**src/rtl/output_backprop_bank.sv**
```systemverilog
`default_nettype none
// ============================================================================
// Module      : output_backprop_bank
// Description : Output-layer weight bank with a sequential backward pass.
//               A pass latches err = x - final, then updates one weight per
//               cycle with delta = floor((2*err*hidden) / 2^LR_SHIFT).
//               Optional macro OUTPUT_BACKPROP_SATURATE_EN clamps each weight
//               write to the signed W_W range; otherwise writes wrap.
// Revision    : 1.0 - initial release
// ============================================================================
module output_backprop_bank #(
  parameter int N_W      = 4,
  parameter int W_W      = 8,
  parameter int H_W      = 10,
  parameter int X_W      = 4,
  parameter int F_W      = 23,
  parameter int LR_SHIFT = 4
) (
  input  logic                     clk_i,
  input  logic                     rst_i,
  input  logic                     start_i,
  input  logic [X_W-1:0]           x_i,
  input  logic [F_W-1:0]           final_i,
  input  logic [H_W-1:0]           hidden_i,
  input  logic                     zero_weight_reset_i,
  input  logic [$clog2(N_W)-1:0]   rd_idx_i,
  output logic [$clog2(N_W)-1:0]   h_idx_o,
  output logic [W_W-1:0]           w_o,
  output logic                     busy_o,
  output logic                     done_o
);

  localparam int IW  = $clog2(N_W);
  localparam int E_W = F_W + 2;          // signed error width
  localparam int P_W = E_W + H_W + 2;    // full width of 2*err*hidden
  localparam logic [IW-1:0] LAST_IDX = IW'(N_W - 1);
  localparam logic [IW:0]   N_W_EXT  = (IW + 1)'(N_W);

  typedef enum logic [1:0] {
    IDLE   = 2'd0,
    UPDATE = 2'd1,
    DONE   = 2'd2
  } state_t;

  state_t                state_q, state_d;
  logic [IW-1:0]         idx_q, idx_d;
  logic signed [E_W-1:0] err_q, err_d;
  logic signed [W_W-1:0] weight_q [N_W];
  logic signed [W_W-1:0] weight_d [N_W];

  logic signed [P_W-1:0] prod;
  logic signed [P_W-1:0] delta;
  logic signed [P_W-1:0] sum;
  logic signed [W_W-1:0] wr_val;

  // Update datapath: scaled gradient step added to the addressed weight.
  always_comb begin
    prod  = P_W'(err_q) * P_W'($signed({1'b0, hidden_i}));
    // Arithmetic right shift of a signed value floors toward -infinity.
    delta = (prod <<< 1) >>> LR_SHIFT;
    sum   = delta + P_W'(weight_q[idx_q]);
`ifdef OUTPUT_BACKPROP_SATURATE_EN
    if (sum > $signed({{(P_W-W_W+1){1'b0}}, {(W_W-1){1'b1}}})) begin
      wr_val = {1'b0, {(W_W-1){1'b1}}};
    end else if (sum < $signed({{(P_W-W_W+1){1'b1}}, {(W_W-1){1'b0}}})) begin
      wr_val = {1'b1, {(W_W-1){1'b0}}};
    end else begin
      wr_val = sum[W_W-1:0];
    end
`else
    wr_val = sum[W_W-1:0];
`endif
  end

  // Next-state logic: pass sequencing, weight writes and synchronous clear.
  always_comb begin
    state_d  = state_q;
    idx_d    = idx_q;
    err_d    = err_q;
    weight_d = weight_q;
    case (state_q)
      IDLE: begin
        if (start_i) begin
          err_d   = E_W'(x_i) - E_W'(final_i);
          idx_d   = '0;
          state_d = UPDATE;
        end
      end
      UPDATE: begin
        weight_d[idx_q] = wr_val;
        if (idx_q == LAST_IDX) begin
          idx_d   = '0;
          state_d = DONE;
        end else begin
          idx_d = idx_q + IW'(1);
        end
      end
      DONE: begin
        state_d = IDLE;
      end
      default: begin
        state_d = IDLE;
      end
    endcase
    // Weight clear overrides everything, including a pass in flight.
    if (zero_weight_reset_i) begin
      state_d = IDLE;
      idx_d   = '0;
      for (int i = 0; i < N_W; i++) begin
        weight_d[i] = '0;
      end
    end
  end

  // State, index, error and weight registers with asynchronous reset.
  always_ff @(posedge clk_i or negedge rst_i) begin
    if (!rst_i) begin
      state_q <= IDLE;
      idx_q   <= '0;
      err_q   <= '0;
      for (int i = 0; i < N_W; i++) begin
        weight_q[i] <= '0;
      end
    end else begin
      state_q <= state_d;
      idx_q   <= idx_d;
      err_q   <= err_d;
      for (int i = 0; i < N_W; i++) begin
        weight_q[i] <= weight_d[i];
      end
    end
  end

  // Status outputs and combinational weight readout.
  always_comb begin
    busy_o  = (state_q != IDLE);
    done_o  = (state_q == DONE) && !zero_weight_reset_i;
    h_idx_o = (state_q == UPDATE) ? idx_q : '0;
    w_o     = '0;
    if ({1'b0, rd_idx_i} < N_W_EXT) begin
      w_o = weight_q[rd_idx_i];
    end
  end

endmodule
`default_nettype wire

```
**config.mk**
```make
export PLATFORM = sky130hd
export DESIGN_NAME = output_backprop_bank
export DESIGN_NICKNAME = d
export VERILOG_FILES = /design/src/rtl/output_backprop_bank.sv
export SDC_FILE = /design/constraint.sdc
export NUM_CORES = 1
export LEC_CHECK = 0
export ABC_AREA = 1
export BUFFER_PORTS_ARGS = -buffer_cell sky130_fd_sc_hd__buf_2
export CAP_MARGIN = 20
export CORE_MARGIN = 1
export CORE_UTILIZATION = 24
export DETAILED_ROUTE_END_ITERATION = 8
export PLACE_DENSITY = 0.38
export SYNTH_ARGS = -nofsm -noshare
export SYNTH_HDL_FRONTEND = slang
export SYNTH_SLANG_ARGS = --single-unit
export TNS_END_PERCENT = 1
```
**constraint.sdc**
```tcl
create_clock -name clk_i -period 6.5 [get_ports clk_i]
set_input_delay 0.65 -clock clk_i [delete_from_list [all_inputs] [get_ports clk_i]]
set_output_delay 0.65 -clock clk_i [all_outputs]
set_load 0.01 [all_outputs]
```
* Word-level counts from Yosys, hierarchy flattened
Index checks and enable logic that the tools add are counted.
Storage, ports and cells: bits in registers 60, input bits 43, output and inout bits 12, logic and storage cells 51
Operators by class: $add $sub $neg 3, $mul 1, magnitude comparators 3, equal/unequal tests 5, muxes and demuxes 20, bitwise logic cells 2, reductions and logical operators 10
Operator list (count):
- $mux 32 | 2
- $mux 8 | 5
- $bmux 8 s2 | 2
- $bwmux 32 | 1
- $mul 24x11->11 | 1
- $sub 4x23->24 | 1
- $demux 8 s2 | 1
- $mux 2 | 7
- $add 8x8->8 | 1
- $pmux 2 s2 | 2
- $ge 3x3->1 const B | 2
- $ne 3x3->1 const B | 2
- $not 2->3 | 2
- $reduce_and 2->1 | 3
- $eq 2x2->1 const B | 2
- $reduce_bool 2->1 | 2
- $lt 3x1->1 const B | 1
- $reduce_bool 3->1 | 1
- $add 2x1->2 const B | 1
- $eq 2x1->1 const B | 1
- $logic_and 1x1->1 | 2
- $logic_not 2->1 | 1
- $logic_not 1->1 | 1

* Logic depth before layout (Yosys ltp)
Gate-level depths: netlist (run 1).
word-level depth 8, gate-level depth with buffers 28, depth with buffers taken out 27

* Least setup slack after synthesis (run 1)
Ideal clock, no wire load.
path type input to register, start point input port hidden_i[2], end point register weight_q[15] (netlist bit), library setup time 117 ps, arrival 5149 ps, data required time 6383 ps, path slack 1234 ps, cell stages on the path 23, buffers on the path 1, path through buf_4 -> nand2_1 -> inv_1 -> fa_1 -> inv_1 -> fa_1 -> inv_1 -> fa_1 -> fa_1 -> inv_1 -> fa_1 -> inv_1 -> ha_1 -> xnor2_1 -> ha_1 -> a21oi_1 -> o21ai_0 -> a31oi_1 -> inv_1 -> nand3_1 -> nand3_2 -> nand3_1 -> nand2_1
On the way: word-level cells in the longest chain between the ends 5
RTL lines:
- from (decl) | RTL line 24 | input logic [H_W-1:0] hidden_i,
- $mul 24x11->11 | RTL line 58 | prod = P_W'(err_q) * P_W'($signed({1'b0, hidden_i}));
- $add 8x8->8 | RTL line 61 | sum = delta + P_W'(weight_q[idx_q]);
- $bwmux 32 | RTL line 90 | weight_d[idx_q] = wr_val;
- $mux 32 | RTL line 81 | case (state_q)
- $mux 32 | RTL line 106 | if (zero_weight_reset_i) begin
- to (signal, indexed assignment) | RTL line 129 | weight_q[i] <= weight_d[i];
- to (decl) | RTL line 48 | logic signed [W_W-1:0] weight_q [N_W];
Every way passes these cells. The select of a mux whose other input is x is not followed. A chain may end at the register's enable or synchronous reset.

* Final worst setup path (run 1)
start point register err_q[1], end point register weight_q[23] (netlist bit)
On the way: word-level cells in the longest chain between the ends 5
RTL lines:
- from (decl) | RTL line 47 | logic signed [E_W-1:0] err_q, err_d;
- from (signal assigned) | RTL line 127 | err_q <= err_d;
- $mul 24x11->11 | RTL line 58
- $add 8x8->8 | RTL line 61
- $bwmux 32 | RTL line 90
- $mux 32 | RTL line 81
- $mux 32 | RTL line 106
Every way passes these cells. The select of a mux whose other input is x is not followed.

==> results of run 1 <==
## cells in the final DEF, fill, tap and decap left out, types with 23 or more instances in the layout
master / n
o22ai_1: 23
dfrtp_1: 47
ha_1: 41
fa_1: 32
nand3_1: 29
inv_1: 154
o21ai_0: 63
nor2_1: 39
buf_2: 42
a21oi_1: 28
nand2_1: 144
## worst max-delay path: stages, from the launching register on
cell     delay (ps)
dfrtp_1         610
nand2_1         140
fa_1            490
fa_1            540
inv_1            50
fa_1            460
fa_1            550
inv_1            60
fa_1            560
inv_1            50
ha_1            360
xnor2_1         230
ha_1            290
a21oi_1         140
o21ai_0          90
a31oi_1         350
inv_1            80
nand3_1         150
nand3_2         120
nand3_1         100
nand2_1          60
## area by class of cell
type | instances | share of cell area [%]
inverter | 155 | 10.6
clock buffer | 8 | 2.86
timing repair buffer | 43 | 3.98
multi-input combinational | 452 | 55.0
sequential | 47 | 21.5
tap | 265 | 6.06
## cells by family (layout without fill, tap and decap cells)
| logic type | Yosys count | after routing |
|---|---|---|
| XOR/XNOR | 22 | 22 |
| adder cells (fa/ha/maj) | 73 | 73 |
| buffers and inverters | 175 | 206 |
| flip-flops | 47 | 47 |
| AO/OA/AOI/OAI | 122 | 122 |
| AND/OR/NAND/NOR | 235 | 235 |
## routing by layer
metal	global-route usage [%]	routed length, microns	vias to the layer above
li1	-	-	2147
met1	19.7	6490	1947
met2	21.6	5730	78
met3	2.45	615	5
met4	2.16	83	0
met5	0	0	-
## flip-flops by register name, summed over array words and instances (netlist names)
| register | count |
|---|---|
| weight_q | 32 |
| err_q | 11 |
| idx_q | 2 |
| state_q | 2 |
## through the flow
stage / worst slack (ps) / instance area, sq um / util (%) / hold slack [ps] / std cells
2_1_floorplan: 1230 / 4880 / - / 354 / 674
3_3_place_gp: 670 / 5320 / 27.0 / 491 / 962
3_5_place_dp: 621 / 5320 / 27.0 / 499 / 962
4_1_cts: 829 / 5480 / 27.8 / 504 / 970
5_1_grt: 473 / 5480 / 27.8 / 535 / 970
6_report: 912 / 5480 / 27.8 / 470 / 970
## worst max path at each step
stage                      from           end  cells past startpoint
global placement    hidden_i[4]  weight_q[23]                     23
detailed placement  hidden_i[4]  weight_q[31]                     23
floorplan           hidden_i[2]  weight_q[15]                     23
finish                 err_q[1]  weight_q[23]                     20
global route           err_q[1]  weight_q[23]                     25
CTS                    err_q[1]   weight_q[7]                     20
==> results.yml, run 1 <==
status:
  status: "finished clean"
sta:
  relSlewSlack_pct: 28.6
  rsz0062_at_grt: "false"
  max_freq_mhz: 179
  worst_pin_slew_ps: 1070
  finalCritPeriodShare_pct: 86.0
  period_needed_ps: 5590
  finClkSkew_ps: 4.21
  hold_viol: 0
  slew_violations: 0
  setup_viol: 0
  tns_ps: 0
synthesis:
  synth_area_sq_mm: 0.00488
  synth-xor-area-share_pct: 4.10
  synth-edff-count: 0
  netlist_instances: 674
  synth-adder-area-share_pct: 23.6
  synthArstFlopShare_pct: 100
  synth_warnings: 0
  synthesis.nets: 790
  synthTopCellsByArea: "dfrtp_1, fa_1, inv_1"
  ys_top_cells_by_count: "inv_1, nand2_1, o21ai_0"
  synth_compound_area_share_pct: 13.4
  post-synth-top-count-cell: "inv_1"
  synth_mux_area_share_pct: 0
  yosys.cell_types.count: 29
  synth-seq-cells: 47
  ys.flop_type: "dfrtp_1"
  yosysSeqAreaShare_pct: 24.1
  synth_top_area_share_pct: 24.1
  postSynthAreaPerCell_sq_um: 7.24
  synthSimpleGateAreaFrac_pct: 20.5
  synth_area_leader_cell: "dfrtp_1"
  synth_top_family_by_area: "adder cells"
clocking:
  clk_pin_slew_ps: 70
  htreeDepth: 2
  clk_latency_ps: 300
  cts_root_buf: "clkbuf_16"
  cts.sinks: 47
  cts_max_path_buffers: 2
  cts_tree: "yes"
  numCtsBuffers: 5
  postCtsSetupBuffers: 0
  cts.repair.resized: 0
  cts_hold_buf: 0
global_route:
  grt_usage_pct: 13.7
  grt_pass1_vias: 4245
  gr-total-overflow: 0
  grt_start_max_net_pins: 48
  grt_pass1_wl_microns: 21700
  antenna_found_initial: 0
worst_setup_path:
  path_max_fanout: 10
  end_kind: "flop"
  cp.required_ps: 6690
  startpoint_type: "flop"
  worstReg2RegEnd: "weight_q[23]"
  r2r_cells: 20
  cp.arrival_ps: 5770
  r2r_setup_slack_ps: 910
  r2r-start: "err_q[1]"
  critPathKind: "reg -> reg"
die:
  core_area_sq_mm: 0.0197
  die_h_microns: 145
  die_area_sq_mm: 0.0209
  io_pins: 55
  rows: 51
  start_util_pct: 24.8
  fp.dieW_microns: 145
layout:
  fillers: 2195
  syn2layout_area_growth_pct: 12.2
  multiInputGateArea_sq_mm: 0.00301
  n_antenna_cell: 0
  nNetsFinal: 820
  ff_latch_area_sq_mm: 0.00118
  drive_above_1_share_pct: 10.4
route:
  via_per_inst: 4.31
  vias: 4177
  routedWlPerCell_microns: 13.3
  drtAntennaViolNets: 0
  drt_iter0_markers: 291
  routed_wl_microns: 12900
  drt_first_pass_iters: 4
  drc: 0
place:
  dp_hpwl_microns: 9830
  routabilityCongestion: 0.749
  port_buffers: 42
job:
  max_cap_viol_count: 0
worst_hold_path:
  hold_path.class: "in -> async"
Power of run 1 is left out: the tool's default activity adds up to more than one toggle a clock period on the data nets, which glitch-free logic cannot reach.
==> inputs of run 2 (changes only) <==
CORE_UTILIZATION = 50   (was 24)
PLACE_DENSITY = 0.69   (was 0.38)
==> run 2 against run 1 <==
Compared with the run above:
- via count rose by 5.4%
- critical endpoint is now weight_q[7]
- worst setup slack got worse by 11 ps
- cell area fell by 3.5%
- register-to-register slack barely moved
- maximum frequency fell by 0.20%
- count of clock-buffer cells in the layout fell by 2
- critical path depth rose by 5
- die area fell by 51%
==> results.yml, run 2 (synthesis results as in run 1) <==
worst_setup_path:
  critPathSlowestCell: "fa_1"
  cp.arrival_ps: 5800
  end_kind: "flop"
  path_max_fanout: 10
  startpoint_type: "flop"
  worst_path_largest_cell_delay_ps: 550
  cp.required_ps: 6700
  critPathKind: "reg -> reg"
layout:
  reg_top3: "weight_q x32, err_q x11"
  syn2layout_area_growth_pct: 8.20
  ff_latch_area_sq_mm: 0.00118
  largest_register_ffs: 32
  fillers: 907
  nNetsFinal: 820
  layout.cells.non_filler: 834
  largest_register: "weight_q"
  n_antenna_cell: 0
  multiInputGateArea_sq_mm: 0.00301
  layout_commonest_cell: "inv_1"
  drive_above_1_share_pct: 10.4
  final_cell_mix: "inv_1, nand2_1, o21ai_0"
clocking:
  cts_hold_buf: 0
  cts_root_buf: "clkbuf_8"
  htreeDepth: 2
  postCtsSetupBuffers: 0
  clk_latency_ps: 310
  cts.repair.resized: 0
  clk_pin_slew_ps: 90
  cts_tree: "yes"
  cts.sinks: 47
  cts_max_path_buffers: 2
  numCtsBuffers: 5
job:
  max_cap_viol_count: 0
place:
  port_buffers: 42
  dp_hpwl_microns: 8800
  dp.cells: 826
  routabilityCongestion: 0.880
die:
  core_area_sq_mm: 0.00933
  die_h_microns: 101
  rows: 35
  start_util_pct: 52.3
  die_area_sq_mm: 0.0102
  fp.dieW_microns: 101
  io_pins: 55
global_route:
  grt_pass1_wl_microns: 19600
  grt_usage_pct: 24.7
  gr-total-overflow: 0
  grt_start_max_net_pins: 48
  grt_pass1_vias: 4236
  antenna_found_initial: 0
sta:
  period_needed_ps: 5600
  max_freq_mhz: 179
  hold_viol: 0
  slew_violations: 0
  worst_pin_slew_ps: 980
  rsz0062_at_grt: "false"
  setup_viol: 0
  relSlewSlack_pct: 34.6
  finalCritPeriodShare_pct: 86.1
  finClkSkew_ps: 9.33
  tns_ps: 0
route:
  routedWlPerCell_microns: 13.8
  drtAntennaViolNets: 0
  drt_iter0_markers: 312
  drt_first_pass_iters: 4
  via_per_inst: 5.28
  routed_wl_microns: 11500
  vias: 4402
  drc: 0
status:
  status: "finished clean"
worst_hold_path:
  hold_path.class: "in -> async"
run 2: cell count changes in the layout (fill, tap and decap cells not counted):
cell       delta
clkbuf_8      +3
bufinv_16     +2
clkbuf_16     -5
run 2: layer usage:
metal	global-route usage (%)	share of wire, %	vias to the layer above
met4	6.02	1.4	0
met3	3.33	6.3	18
met2	42.0	48	158
met5	0	0	-
li1	-	-	2143
met1	33.5	44	2083
run 2: cell type report:
| type | count | share of cell area [%] |
|---|---|---|
| inverter | 155 | 11.0 |
| clock inverter | 2 | 1.14 |
| timing repair buffer | 43 | 4.12 |
| clock buffer | 6 | 1.37 |
| sequential | 47 | 22.3 |
| multi-input combinational | 452 | 57.0 |
| tap | 129 | 3.06 |
run 2: path summary, 6_finish.rpt:
check	startpoint	end	slack, ps	cells past startpoint
worst max-delay path	err_q[1]	weight_q[7]	900	25
worst min-delay path	rst_i	weight_q[6]	420	2
worst max register to register	err_q[1]	weight_q[7]	900	25
worst min register to register	err_q[10]	err_q[10]	510	2
max in group asynchronous	rst_i	err_q[6]	5650	2
min in group clk_i	err_q[10]	err_q[10]	510	2
run 2: through the flow:
stage / setup WS [ps] / instance area (sq um) / util [%] / hold slack [ps]
final: 901 / 5280 / 56.6 / 417
after detailed placement: 696 / 5150 / 55.2 / 495
after floorplan: 1230 / 4880 / - / 354
after global placement: 780 / 5150 / 55.2 / 488
after global routing: 452 / 5280 / 56.6 / 473
after CTS: 919 / 5280 / 56.6 / 446
run 2: critical path: cells and delay by family (launching register included):
family	cells	cell delay, ps
buf+inv	4	250
compound gates	4	700
flops	1	540
simple gates	9	900
xor+xnor	1	150
fa+ha+maj	7	2960
Power of run 2 is left out for the same reason.
==> inputs of run 3 (changes only) <==
CAP_MARGIN = 40   (was 20)
PLACE_DENSITY = default   (was 0.69)
PLACE_DENSITY_LB_ADDON = 0.2   (was default)
==> run 3 against run 2 <==
Compared with the run above:
- register-to-register slack improved by 50 ps
- first-iteration DRC count is 42% lower
- critical endpoint is now weight_q[23]
- flip-flop and latch count did not move
- hold slack better by 5.9 ps
- cell count unchanged
- die area is the same
- clock skew shrank 2.5 ps
==> results.yml, run 3 (synthesis results as in run 1) <==
sta:
  max_freq_mhz: 180
  hold_viol: 0
  setup_viol: 0
  rsz0062_at_grt: "false"
  finalCritPeriodShare_pct: 85.4
  period_needed_ps: 5550
  slew_violations: 0
  relSlewSlack_pct: 39.4
  finClkSkew_ps: 6.87
  worst_pin_slew_ps: 908
  tns_ps: 0
layout:
  nNetsFinal: 820
  postLayoutCoreUtil_pct: 56.5
  syn2layout_area_growth_pct: 7.90
  layout_commonest_cell: "inv_1"
  drive_above_1_share_pct: 10.5
  n_antenna_cell: 0
  final_cell_mix: "inv_1, nand2_1, o21ai_0"
  largest_register: "weight_q"
  reg_top3: "weight_q x32, err_q x11"
  fillers: 878
  largest_register_ffs: 32
clocking:
  cts.repair.resized: 0
  cts_root_buf: "clkbuf_8"
  cts_max_path_buffers: 2
  htreeDepth: 2
  clk_pin_slew_ps: 90
  postCtsSetupBuffers: 0
  numCtsBuffers: 5
  cts.sinks: 47
  cts_tree: "yes"
  cts_hold_buf: 0
  clk_latency_ps: 300
die:
  die_h_microns: 101
  io_pins: 55
  die_area_sq_mm: 0.0102
  fp.dieW_microns: 101
  rows: 35
  start_util_pct: 52.3
  core_area_sq_mm: 0.00933
global_route:
  grt_usage_pct: 23.9
  grt_pass1_wl_microns: 19200
  antenna_found_initial: 0
  grt_pass1_vias: 4205
  gr-total-overflow: 0
  grt_start_max_net_pins: 48
worst_setup_path:
  r2r_setup_slack_ps: 950
  cp.required_ps: 6700
  startpoint_type: "flop"
  r2r-start: "err_q[2]"
  crit_family: "adder cells"
  worst_path_largest_cell_delay_ps: 620
  end_kind: "flop"
  critPathKind: "reg -> reg"
  critPathSlowestCell: "dfrtp_1"
  path_buf_inv: 4
  worstReg2RegEnd: "weight_q[23]"
  r2r_cells: 25
  cp.arrival_ps: 5750
  path_max_fanout: 10
route:
  drt_iter0_markers: 182
  drc: 0
  drtAntennaViolNets: 0
  routedWlPerCell_microns: 13.3
  drt_first_pass_iters: 5
  vias: 4339
  routed_wl_microns: 11100
  via_per_inst: 5.20
place:
  routabilityCongestion: 0.854
  dp_hpwl_microns: 8540
  port_buffers: 42
status:
  status: "finished clean"
worst_hold_path:
  hold_path.class: "in -> async"
job:
  max_cap_viol_count: 0
==> run 3: routing by layer <==
metal,track usage (%),vias to the layer above,part of all wire [%]
met5,0,-,0
met4,4.12,0,0.98
met3,4.16,12,6.1
met2,41.0,139,48
met1,32.1,2046,45
li1,-,2142,-
==> run 3: final cells by class <==
cell class              instances  area, sq um  share of cell area [%]
flip-flops and latches         47         1180                    22.3
inverters                     155          582                    11.0
well taps                     129          161                    3.06
repair buffers                 43          218                    4.13
clock buffers                   6         82.6                    1.57
clock inverters                 2         35.0                   0.665
multi-input cells             452         3010                    57.2
==> run 3: worst max-delay path by stage <==
stage,startpoint,to,slack (ps),cells past startpoint
2_1_floorplan,hidden_i[2],weight_q[15],1230,23
3_3_place_gp,hidden_i[4],weight_q[31],780,26
3_5_place_dp,hidden_i[4],weight_q[31],720,26
4_1_cts,err_q[2],weight_q[31],970,25
5_1_grt,err_q[1],weight_q[7],460,25
6_report,err_q[2],weight_q[23],950,25
==> run 3: stage by stage <==
step	hold WS (ps)	worst slack, ps	instances	instance area (sq um)
finish	423	950	834	5270
global route	475	464	834	5270
global placement	489	784	826	5150
detailed placement	493	723	826	5150
CTS	464	966	834	5270
floorplan	354	1230	674	4880
==> run 3: worst register-to-register path: cells and delay by family, from the launching register on <==
family | cells | cell delay [ps]
AO/OA/AOI/OAI | 4 | 740
XOR/XNOR | 1 | 90
adder cells (fa/ha/maj) | 7 | 2900
buffers and inverters | 4 | 260
flip-flops | 1 | 620
AND/OR/NAND/NOR | 9 | 850
Power of run 3 is left out for the same reason.
